**config.mk**
```make
export PLATFORM = sky130hd
export DESIGN_NAME = fifo_wr_arb
export DESIGN_NICKNAME = d
export VERILOG_FILES = /design/src/rtl/fifo_wr_arb_pkg.sv /design/src/rtl/fifo_wr_arb_rr_pick.sv /design/src/rtl/fifo_wr_arb.sv
export SDC_FILE = /design/constraint.sdc
export NUM_CORES = 1
export LEC_CHECK = 0
export CELL_PAD_IN_SITES_DETAIL_PLACEMENT = 1
export CELL_PAD_IN_SITES_GLOBAL_PLACEMENT = 2
export CORE_ASPECT_RATIO = 2
export CORE_MARGIN = 5
export CORE_UTILIZATION = 14
export CTS_CLUSTER_DIAMETER = 50
export CTS_CLUSTER_SIZE = 14
export DETAILED_ROUTE_END_ITERATION = 6
export HOLD_SLACK_MARGIN = 0.1
export PLACE_DENSITY_LB_ADDON = 0.1
export SKIP_LAST_GASP = 1
export SYNTH_ARGS = -nofsm -noshare
export SYNTH_HDL_FRONTEND = slang
export SYNTH_SLANG_ARGS = --single-unit
export TNS_END_PERCENT = 50
```
**constraint.sdc**
```tcl
create_clock -name clk -period 1.5 [get_ports clk]
set_clock_uncertainty 0.05 [all_clocks]
set_input_delay 0.225 -clock clk [delete_from_list [all_inputs] [get_ports clk]]
set_output_delay 0.225 -clock clk [all_outputs]
set_load 0.02 [all_outputs]
```
**src/rtl/fifo_wr_arb_pkg.sv**
```systemverilog
// fifo_wr_arb_pkg -- shared types and constants for the FIFO write arbiter.
//   state_e   : arbiter state (ST_IDLE / ST_OWN)
//   MAX_REQ   : largest supported requester count
//   PTR_W     : width of a requester index / round-robin pointer
//   WDT_W     : watchdog counter width (covers wdt_cycles up to 255)
//   next_ptr(): round-robin successor of an owner index
package fifo_wr_arb_pkg;

   typedef enum logic {
      ST_IDLE = 1'b0,
      ST_OWN  = 1'b1
   } state_e;

   localparam int MAX_REQ = 4;
   localparam int PTR_W   = $clog2(MAX_REQ);
   localparam int WDT_W   = 8;

   // (g + 1) mod n, without a divider
   function automatic logic [PTR_W-1:0] next_ptr(input logic [PTR_W-1:0] g, input int n);
      return (int'(g) == n - 1) ? '0 : g + PTR_W'(1);
   endfunction

endpackage

```
**src/rtl/fifo_wr_arb_rr_pick.sv**
```systemverilog
// rr_pick -- combinational round-robin picker.
//   req_i : request vector
//   ptr_i : index where the search starts (highest priority)
//   gnt_o : one-hot winner, all-zero when no request is set
module rr_pick
   import fifo_wr_arb_pkg::*;
#(
   parameter int N = 3
) (
   input  logic [N-1:0]     req_i,
   input  logic [PTR_W-1:0] ptr_i,
   output logic [N-1:0]     gnt_o
);

   logic found;

   // Two passes avoid a modulo index: first ptr..N-1, then wrap to 0..ptr-1.
   always_comb begin
      gnt_o = '0;
      found = 1'b0;
      for (int i = 0; i < N; i++) begin
         if (!found && req_i[i] && (i >= int'(ptr_i))) begin
            gnt_o[i] = 1'b1;
            found    = 1'b1;
         end
      end
      for (int i = 0; i < N; i++) begin
         if (!found && req_i[i]) begin
            gnt_o[i] = 1'b1;
            found    = 1'b1;
         end
      end
   end

endmodule

```
**src/rtl/fifo_wr_arb.sv**
```systemverilog
// fifo_wr_arb -- packet-atomic round-robin arbiter writing into one FIFO.
//   clk, rst        : clock, synchronous active-high reset
//   req_valid/data/last, req_ready : per-requester beat handshake
//   fifo_wen, fifo_din, fifo_full_n: FIFO write port
//   grant           : one-hot current owner, zero while idle
//   wdt_abort       : one-cycle pulse when the watchdog releases an owner
// Optional feature: define FIFO_WR_ARB_WDT_EN to build the idle watchdog;
// otherwise wdt_abort is tied low and no counter exists.
module fifo_wr_arb
   import fifo_wr_arb_pkg::*;
#(
   parameter int req_n      = 3,
   parameter int data_width = 8,
   parameter int wdt_cycles = 16
) (
   input  logic                        clk,
   input  logic                        rst,
   input  logic [req_n-1:0]            req_valid,
   input  logic [req_n*data_width-1:0] req_data,
   input  logic [req_n-1:0]            req_last,
   output logic [req_n-1:0]            req_ready,
   output logic                        fifo_wen,
   output logic [data_width-1:0]       fifo_din,
   input  logic                        fifo_full_n,
   output logic [req_n-1:0]            grant,
   output logic                        wdt_abort
);

   if (req_n < 2 || req_n > MAX_REQ) begin : g_bad_req_n
      $error("fifo_wr_arb: req_n out of range");
   end
   if (wdt_cycles < 2 || wdt_cycles > 255) begin : g_bad_wdt
      $error("fifo_wr_arb: wdt_cycles out of range");
   end

   state_e             state_q, state_d;
   logic [req_n-1:0]   grant_q, grant_d;
   logic [PTR_W-1:0]   ptr_q, ptr_d;
   logic [req_n-1:0]   pick;
   logic [PTR_W-1:0]   own_idx;
   logic               own_vld, own_last, accept, wdt_fire;

   rr_pick #(.N(req_n)) u_pick (
      .req_i (req_valid),
      .ptr_i (ptr_q),
      .gnt_o (pick)
   );

   // Owner's handshake signals, selected by the registered one-hot grant.
   always_comb begin
      own_idx  = '0;
      own_vld  = 1'b0;
      own_last = 1'b0;
      for (int i = 0; i < req_n; i++) begin
         if (grant_q[i]) begin
            own_idx  = PTR_W'(i);
            own_vld  = req_valid[i];
            own_last = req_last[i];
         end
      end
   end

   assign accept = (state_q == ST_OWN) && own_vld && fifo_full_n;

`ifdef FIFO_WR_ARB_WDT_EN
   localparam logic [WDT_W-1:0] WDT_LAST = WDT_W'(wdt_cycles - 1);

   logic [WDT_W-1:0] wdt_cnt_q, wdt_cnt_d;
   logic             wdt_abort_q;

   // Counts owner cycles without valid; a valid beat (even one stalled by a
   // full FIFO) proves the owner is alive and clears the count.
   always_comb begin
      wdt_cnt_d = wdt_cnt_q;
      wdt_fire  = 1'b0;
      if (state_q != ST_OWN || own_vld) begin
         wdt_cnt_d = '0;
      end else if (wdt_cnt_q == WDT_LAST) begin
         wdt_fire  = 1'b1;
         wdt_cnt_d = '0;
      end else begin
         wdt_cnt_d = wdt_cnt_q + 1'b1;
      end
   end

   always_ff @(posedge clk) begin
      if (rst) begin
         wdt_cnt_q   <= '0;
         wdt_abort_q <= 1'b0;
      end else begin
         wdt_cnt_q   <= wdt_cnt_d;
         wdt_abort_q <= wdt_fire;
      end
   end

   assign wdt_abort = wdt_abort_q;
`else
   assign wdt_fire  = 1'b0;
   assign wdt_abort = 1'b0;
`endif

   // State register
   always_ff @(posedge clk) begin
      if (rst) begin
         state_q <= ST_IDLE;
         grant_q <= '0;
         ptr_q   <= '0;
      end else begin
         state_q <= state_d;
         grant_q <= grant_d;
         ptr_q   <= ptr_d;
      end
   end

   // Next-state logic
   always_comb begin
      state_d = state_q;
      grant_d = grant_q;
      ptr_d   = ptr_q;
      case (state_q)
         ST_IDLE: begin
            if (|req_valid) begin
               state_d = ST_OWN;
               grant_d = pick;
            end
         end
         ST_OWN: begin
            if ((accept && own_last) || wdt_fire) begin
               state_d = ST_IDLE;
               grant_d = '0;
               ptr_d   = next_ptr(own_idx, req_n);
            end
         end
         default: state_d = ST_IDLE;
      endcase
   end

   // Outputs: only the owner sees ready; the FIFO path is purely combinational.
   always_comb begin
      req_ready = '0;
      fifo_wen  = 1'b0;
      fifo_din  = '0;
      if (state_q == ST_OWN) begin
         req_ready = grant_q & {req_n{fifo_full_n}};
         fifo_wen  = own_vld && fifo_full_n;
         for (int i = 0; i < req_n; i++) begin
            if (grant_q[i]) fifo_din = req_data[i*data_width +: data_width];
         end
      end
   end

   assign grant = grant_q;

endmodule

```
==> metrics.yaml <==
status: "complete, but fails checks"
violations: "negative setup slack"
syn_nets: 104
power.share.clock_pct: 34.5
antenna_found_initial: 0
path_cells: "buf_12 -> a211oi_1 -> or4_4 -> clkinv_4 -> buf_6"
avgSynthCellArea_um2: 8.21
clockRootBuffer: "clkbuf_8"
setup.worst_path.end: "fifo_wen"
power.density_nw_per_um2: 536
met2_usage_pct: 22.4
port_buffers: 47
rows: 33
finalNetCount: 174
cts.clk_slew.worst_paths_ns: 0.04
grt_pass1_vias: 940
drv_slew: 0
post_drt_via_cell_ratio: 4.61
r2r_end: "grant[0]"
cts_max_path_buffers: 2
setup_viol: 20
gr-usage-met3_pct: 3.06
fin_crit_sh_pct: 116
p_switching_uw: 213
cp-startpoint: "grant[2]"
hold_viol_final: 0
hpwl_mm: 2.60
slowest_delay_ns: 0.57
grt_overflow: 0
synth.yosys.seq_area_share_pct: 20.6
drive_gt1_share_pct: 36.0
combinationalPowerShare_pct: 41.8
worst-r2r-setup-slack_ns: -0.10
critPathRequiredTime_ns: 1.22
cp_max_fo: 4
dieArea_um2: 5630
synth_cells: 71
gr-usage-all-layers_pct: 11.4
path_class: "flip-flop to primary output"
synth_edf_count: 0
p_int_uw: 522
synth_ff_type: "dfxtp_1"
end_kind: "primary output"
wl_mm: 3.25
drt_first_pass_iters: 3
core_um2: 4090
h-tree-depth: 1
pre_cts_ws_ns: -0.809
p_leak_nw: 0.643
ys_seq_elements: 6
yosysUniqueCellTypes: 29
synth_area_um2: 583
met1_usage_pct: 10.7
finalCriticalPeriod_ns: 1.74
fillers: 488
rsz0062_at_grt: "true"
async_reset_ff_share_pct: 0
num_antenna_cells: 0
syn_to_final_growth_pct: 135
switching_share_pct: 29.0
wl_per_cell_um: 17.0
die_h_um: 101
antenna_left: 0
insertion_delay_ns: 0.23
initial_utilization_pct: 14.3
grt_pass1_wl_mm: 4.93
drc: 0
vdd_ir_drop_max_uv: 318
worst_ep_arrival_time_ns: 1.46
power.share.sequential_pct: 23.7
setup_ws_ns: -0.240
r2r_cells: 8
r2r_start: "grant[2]"
max-cap-violations: 0
globalplace.congestion: 0.825
min_path_type: "input port to flip-flop"
top_usage_layer: "met2"
cts_tree: "done"
grt_max_degree: 12
placed_area_um2: 1210
start_kind: "flip-flop"
crit_slowest_cell: "or4_4"
cts.sinks: 6
design_area_um2: 1370
cts_inserted_buffers: 3
clock.fmax_mhz: 575
yosysWarnings: 0
io_pins: 49
dr.first_iter.drc_count: 9
vias: 881
die_w_um: 55.6
## stage by stage
| stage | power [mW] | util [%] | setup TNS, ns | hold WS (ns) | cells |
|---|---|---|---|---|---|
| global placement | 0.463 | 29.7 | -7.52 | 0.459 | 183 |
| detailed placement | 0.467 | 29.7 | -7.57 | 0.484 | 183 |
| global route | 0.772 | 33.6 | -3.93 | 0.502 | 191 |
| floorplan | 0.285 | - | 0 | 0.244 | 71 |
| CTS | 0.732 | 32.5 | -3.49 | 0.485 | 190 |
| finish | 0.735 | 33.6 | -2.86 | 0.429 | 191 |
## cells in the final DEF, fill, tap and decap left out, types with 2 or more instances in the layout
cell             count
a21oi_1              4
a221o_1              8
inv_1                4
clkbuf_8             3
o21ai_0              3
nor2b_1              2
o41ai_2              3
buf_4               18
clkdlybuf4s50_1     31
dfxtp_2              2
nor2_1               6
dlymetal6s2s_1       2
nand4_1              2
dlygate4sd2_1        4
buf_6               12
o2111ai_1            2
dfxtp_1              3
o211a_1              8
## power groups by stage
stage / clock network (mW) / logic [mW] / registers (mW)
2_1_floorplan: 0 / 0.104 / 0.181
3_3_place_gp: 0 / 0.286 / 0.178
3_5_place_dp: 0 / 0.289 / 0.178
4_1_cts: 0.254 / 0.304 / 0.174
5_1_grt: 0.269 / 0.328 / 0.175
6_report: 0.254 / 0.307 / 0.174
## synth_stat cells, types with 2 or more instances
| cell type | number | area (µm²) |
|---|---|---|
| dfxtp_1 | 6 | 120 |
| o21ai_0 | 3 | 15.0 |
| nand2_1 | 2 | 7.51 |
| o41ai_1 | 3 | 26.3 |
| nor2b_1 | 2 | 12.5 |
| buf_6 | 2 | 22.5 |
| o2111ai_1 | 2 | 17.5 |
| a221o_1 | 8 | 80.1 |
| nor2_1 | 7 | 26.3 |
| inv_1 | 5 | 18.8 |
| nand4_1 | 2 | 12.5 |
| a21oi_1 | 5 | 25.0 |
| o211a_1 | 8 | 80.1 |
## critical path: cells and delay by family (launching register included)
kind	cells	cell delay, ns
AOI/OAI and AO/OA	1	0.04
buffers and inverters	3	0.29
DFF	1	0.35
and+or+nand+nor	1	0.57
## repair_timing
item / 4_1_cts / 5_1_grt
setup endpoints to repair: 20 / 21
hold buffers: 0 / 0
buffers inserted: 5 / 1
pin swaps: 3 / 1
resized for setup: 70 / 8
## routing by layer
metal	wire length, µm	up-vias
met1	1150	412
met2	1800	43
li1	-	420
met5	0	-
met4	61	0
met3	232	6
## registers in the layout, summed over array words and instances, names as in the netlist
register	count
grant	3
ptr_q	2
state_q	1
## area by class of cell
type                       count  area, µm²  share of cell area [%]
sequential                     6        126                    9.21
inverter                       6       31.3                    2.28
tap                           52       65.1                    4.74
clock buffer                   3       41.3                    3.01
multi-input combinational     54        428                    31.2
timing repair buffer          70        681                    49.6
## logic make-up (layout without fill, tap and decap cells)
family / Yosys count / in the layout / share of synthesized area, %
DFF: 6 / 6 / 20.6
buffers and inverters: 11 / 79 / 12.2
AOI/OAI and AO/OA: 33 / 33 / 47.4
other: 1 / 1 / 0.643
and+or+nand+nor: 20 / 20 / 19.1
## how the worst min path moves through the flow
stage	startpoint	end	slack, ns	cells past startpoint
finish	req_valid[1]	state_q	0.43	4
floorplan	rst	ptr_q[0]	0.24	1
detailed placement	ptr_q[1]	ptr_q[1]	0.48	2
CTS	ptr_q[1]	ptr_q[1]	0.49	2
global placement	ptr_q[1]	ptr_q[1]	0.46	2
global route	req_valid[1]	grant[1]	0.50	4
No activity file was read; power rests on OpenSTA's default activity.
==> patch 1: new RTL, same settings <==
Build with the macro `FIFO_WR_ARB_WDT_EN` defined.
--- a/src/rtl/fifo_wr_arb.sv
+++ b/src/rtl/fifo_wr_arb.sv
@@ -6,6 +6,8 @@
 //   wdt_abort       : one-cycle pulse when the watchdog releases an owner
 // Optional feature: define FIFO_WR_ARB_WDT_EN to build the idle watchdog;
 // otherwise wdt_abort is tied low and no counter exists.
+`define FIFO_WR_ARB_WDT_EN
+
 module fifo_wr_arb
    import fifo_wr_arb_pkg::*;
 #(
Function: same outputs for any inputs over 10 cycles, from zero or initial values and one cycle with rst high; that may be too few to reach the edited logic, so the function may still have changed.
==> patch 1 against the unedited design <==
  * The flow still finishes with violations (negative setup slack)
  * Sequential power up 140%
  * Final area up 42%
  * Clock power up 100%
  * Setup slack better by 0.031 ns
  * Total power up 71%
  * Register-to-register slack worse by 0.10 ns
  * Sequential share of layout area up 6.7 points
  * Area after synthesis up 64%
  * Sequential cell count up 9
  * Worst hold slack better by 0.038 ns
  * Routed wire length up 26%
  * Largest power group is now the clock network
==> patch 1: results (changes against the unedited design) <==
Run status
  • Run status: complete, but fails checks (unchanged)
  • Violated checks: negative setup slack (unchanged)

Clock tree
  • H-tree Lvls: 1 (unchanged)
  • CTS Buffer Depth: 2 (unchanged)
  • Post-CTS Setup Bufs: 5 (unchanged)
  • CTS-repair resized insts: 80 (was 70)
  • CTS Root Cell: clkbuf_16 (was clkbuf_8)
  • Cts bufs inserted: 3 (unchanged)
  • Clk_lat worst skew: 0.24 ns
  • Clock-pin slew on the worst setup and hold paths: 0.05 ns

Placed design
  • Post-DP Area: 1730 sq um (was 1210 sq um)
  • Buffers on Ports: 48 (was 47)
  • Dpl hpwl: 3350 um (was 2600 um)
  • Global placement routability congestion: 0.736 (was 0.825)
  • Placement Setup Slack: -0.539 ns (was -0.809 ns)

Min path
  • Hold path start: wdt_cnt_q[7] (was req_valid[1])
  • Worst hold path type: flip-flop to flip-flop (was input pin to flip-flop)

Cells and area
  • Max FFs per register: 8 (was 3)
  • Diode count: 0 (unchanged)
  • Fin nets: 238 (was 174)
  • Top reg by flops: wdt_cnt_q
  • Layout cells sized above 1: 30.5% (was 36.0%)

Drt
  • DR iter-0 viols: 22 (was 9)
  • Vias/cell: 4.04 (was 4.61)
  • Met2 WL: 2590 um (was 1800 um)
  • Met3 wire length: 202 um (was 232 um)
  • First-pass DRT Iterations: 3 (unchanged)
  • Drt total wl: 4100 um (was 3250 um)
  • WL met1: 1270 um (was 1150 um)

Yosys
  • Post-synthesis compound-gate area fraction: 19.4% (was 47.4%)
  • Syn nets: 159 (was 104)
  • Top cells by area, synth: dfxtp_1, a22oi_1, o21ai_0 (was dfxtp_1, a221o_1, o211a_1)
  • Synth unique cells: 33 (was 29)
  • Async set or reset register ratio after synthesis: 0% (unchanged)
  • Synth Area in XOR/XNOR: 5.50% (was 0%)
  • Synth Warn #: 0 (unchanged)
  • Commonest cells in the netlist: dfxtp_1, nand2_1, nor2_1, o21ai_0 (was a221o_1, o211a_1, nor2_1, dfxtp_1)
  • Sequential cell area fraction in the yosys report: 31.5% (was 20.6%)
  • Post-Synth Adder-Cell Area: 1.31% (was 0%)
  • Mux cell area share after synthesis: 4.85% (was 0%)

Power
  • Total leakage power: 0.817 nW (was 0.643 nW)
  • VDD IR-drop max: 286 uV (was 318 uV)

GRT
  • Largest net degree at the start of global routing: 19 (was 12)
  • Vias in the first global route: 1364 (was 940)
  • First-pass GRT wire length: 6570 um (was 4930 um)
  • GRT Resource Usage Total: 10.2% (was 11.4%)

Timing
  • Post-route setup slack: -0.209 ns (was -0.240 ns)
  • Rel. slew slack: 78.5%
  • Final setup vio count: 19 (was 20)

Setup path
  • CP Max Fanout: 4 (unchanged)
  • Crit path DAT: 1.79 ns (was 1.46 ns)
  • RR Startpoint: grant[1] (was grant[2])
  • Worst Setup SP: req_valid[0] (was grant[2])
## patch 1: stage by stage
step                      setup TNS [ns]  hold slack (ns)  std cells
after floorplan                  -0.0585            0.307        125
after global placement             -7.91            0.454        278
after detailed placement           -8.29            0.467        278
after CTS                          -2.48            0.479        287
after global routing               -3.34            0.498        291
final                              -1.95            0.467        291
## patch 1: cells by family after synthesis
group / after synthesis
AND/OR/NAND/NOR: 58
AO/OA/AOI/OAI: 29
flip-flops: 15
buffers and inverters: 12
XOR/XNOR: 6
multiplexers: 4
adder cells (fa/ha/maj): 1
## patch 1: area by class of cell
| class | count | area [sq um] |
|---|---|---|
| tap | 88 | 110 |
| multi-input combinational | 98 | 653 |
| inverter | 5 | 18.8 |
| fill | 835 | 4680 |
| sequential | 15 | 310 |
| clock buffer | 4 | 78.8 |
| timing repair buffer | 81 | 774 |
## patch 1: power by group
group          internal [W]  switching (W)  leakage [nW]
clock              0.000359       0.000150        0.0382
combinational      0.000198       0.000128         0.655
sequential         0.000409      0.0000136         0.124
total              0.000965       0.000292         0.817
## patch 1: path summary, 6_finish.rpt
| check | end | cells past startpoint | slack [ns] |
|---|---|---|---|
| min | wdt_cnt_q[7] | 2 | 0.47 |
| max | ptr_q[0] | 6 | -0.21 |
| min reg2reg | wdt_cnt_q[7] | 2 | 0.47 |
| max reg2reg | ptr_q[0] | 6 | -0.20 |
## patch 1: worst max-delay path, stage by stage
cell             delay [ns]
clkdlybuf4s50_1        0.49
nand3b_1               0.08
a22o_1                 0.24
buf_4                  0.16
mux2_4                 0.31
mux2_4                 0.29
## patch 1: metal layers
metal / vias to the layer above / global-route usage [%]
met5: - / 0
met4: 0 / 3.52
met3: 2 / 2.21
met2: 33 / 21.0
met1: 544 / 8.65
li1: 597 / -
==> patch 2: new RTL, same flow settings <==
Without the edit above. `data_width`: 8 -> 10.
--- a/src/rtl/fifo_wr_arb.sv
+++ b/src/rtl/fifo_wr_arb.sv
@@ -10,7 +10,7 @@
    import fifo_wr_arb_pkg::*;
 #(
    parameter int req_n      = 3,
-   parameter int data_width = 8,
+   parameter int data_width = 10,
    parameter int wdt_cycles = 16
 ) (
    input  logic                        clk,
Ports: changed (resized fifo_din and req_data); port bits go from 49 to 57. The function was not compared with the original's and may differ.
==> patch 2 against the unedited design <==
  * Final area rose by 6.4%
  * Count of clock-buffer cells in the layout unchanged
  * Largest power group unchanged
  * The run still ends with negative setup slack left
  * Fmax up 0.90%
  * Critical endpoint unchanged
  * Routed wire length grew 7.1%
  * Setup slack improved by 0.016 ns
  * Area after synthesis grew 3.9%
  * Core utilization is 0.75 points higher
  * Total power is 3.3% higher
  * Critical path type unchanged
  * Register-to-register slack worse by 0.07 ns
  * Highest routed layer unchanged
  * Die area increased by 3.3%
  * Global-route usage rose by 0.13 points
  * Sequential cell count unchanged
==> patch 2: results (changes against the unedited design) <==
Min path
  • Hold path start: ptr_q[1] (was req_valid[1])
  • Hold path endpoint: ptr_q[1] (was state_q)

Run status
  • Run status: complete, but fails checks (unchanged)
  • Violated checks: negative setup slack (unchanged)

Drt
  • Vias: 949 (was 881)
  • First-pass DRT Iterations: 4 (was 3)
  • Vias/cell: 4.70 (was 4.61)

Placed design
  • Dpl cells: 195 (was 183)
  • Placement Setup Slack: -0.805 ns (was -0.809 ns)
  • Post-DP Area: 1340 sq um (was 1210 sq um)
  • Buffers on Ports: 55 (was 47)
  • Dpl hpwl: 2650 um (was 2600 um)
  • Global placement routability congestion: 0.774 (was 0.825)

Yosys
  • Syn nets: 116 (was 104)
  • Commonest cells in the netlist: a221o_1, o211a_1, nor2_1, dfxtp_1 (unchanged)
  • Top cells by area, synth: dfxtp_1, a221o_1, o211a_1 (unchanged)
  • Synth unique cells: 27 (was 29)
  • Post-synthesis compound-gate area fraction: 52.1% (was 47.4%)

Timing
  • Post-route setup slack: -0.224 ns (was -0.240 ns)
  • Final setup vio count: 21 (was 20)
  • Worst hold margin: 0.475 ns (was 0.429 ns)

Setup path
  • R2R setup slack: -0.17 ns (was -0.10 ns)
  • Reg-to-Reg End: ptr_q[0] (was grant[0])
  • Worst Reg-to-Reg Cells: 5 (was 8)

GRT
  • Largest net degree at the start of global routing: 15 (was 12)
  • First-pass GRT wire length: 5270 um (was 4930 um)
  • GR Layer Usage met3: 3.01% (was 3.06%)
  • Routing usage on met2: 21.1% (was 22.4%)

Cells and area
  • Layout cells sized above 1: 31.8% (was 36.0%)
  • Fin nets: 189 (was 174)

Power
  • Total leakage power: 0.656 nW (was 0.643 nW)
patch 2: cell types whose count changed after synthesis, sizes merged:
cell,before,now
nor2b,2,3
inv,5,6
buf,3,5
a221o,8,10
o211a,8,10
clkinv,1,0
and2b,1,0
patch 2: routing by layer:
| metal | share of wire [%] | vias to the layer above |
|---|---|---|
| met3 | 4.8 | 4 |
| met1 | 38 | 456 |
| met2 | 56 | 34 |
| met5 | 0 | - |
| met4 | 0.69 | 0 |
| li1 | - | 455 |
patch 2: area by class of cell:
cell class	count	area [sq um]
clock buffers	3	41.3
fillers	505	2790
inverters	6	28.8
flip-flops and latches	6	129
multi-input cells	59	463
well taps	54	67.6
repair buffers	74	731
patch 2: power breakdown:
group / total (W) / switching (W) / internal [W]
logic: 0.000342 / 0.000138 / 0.000204
registers: 0.000175 / 0.00000913 / 0.000165
clock network: 0.000244 / 0.0000711 / 0.000173
total: 0.000760 / 0.000218 / 0.000542
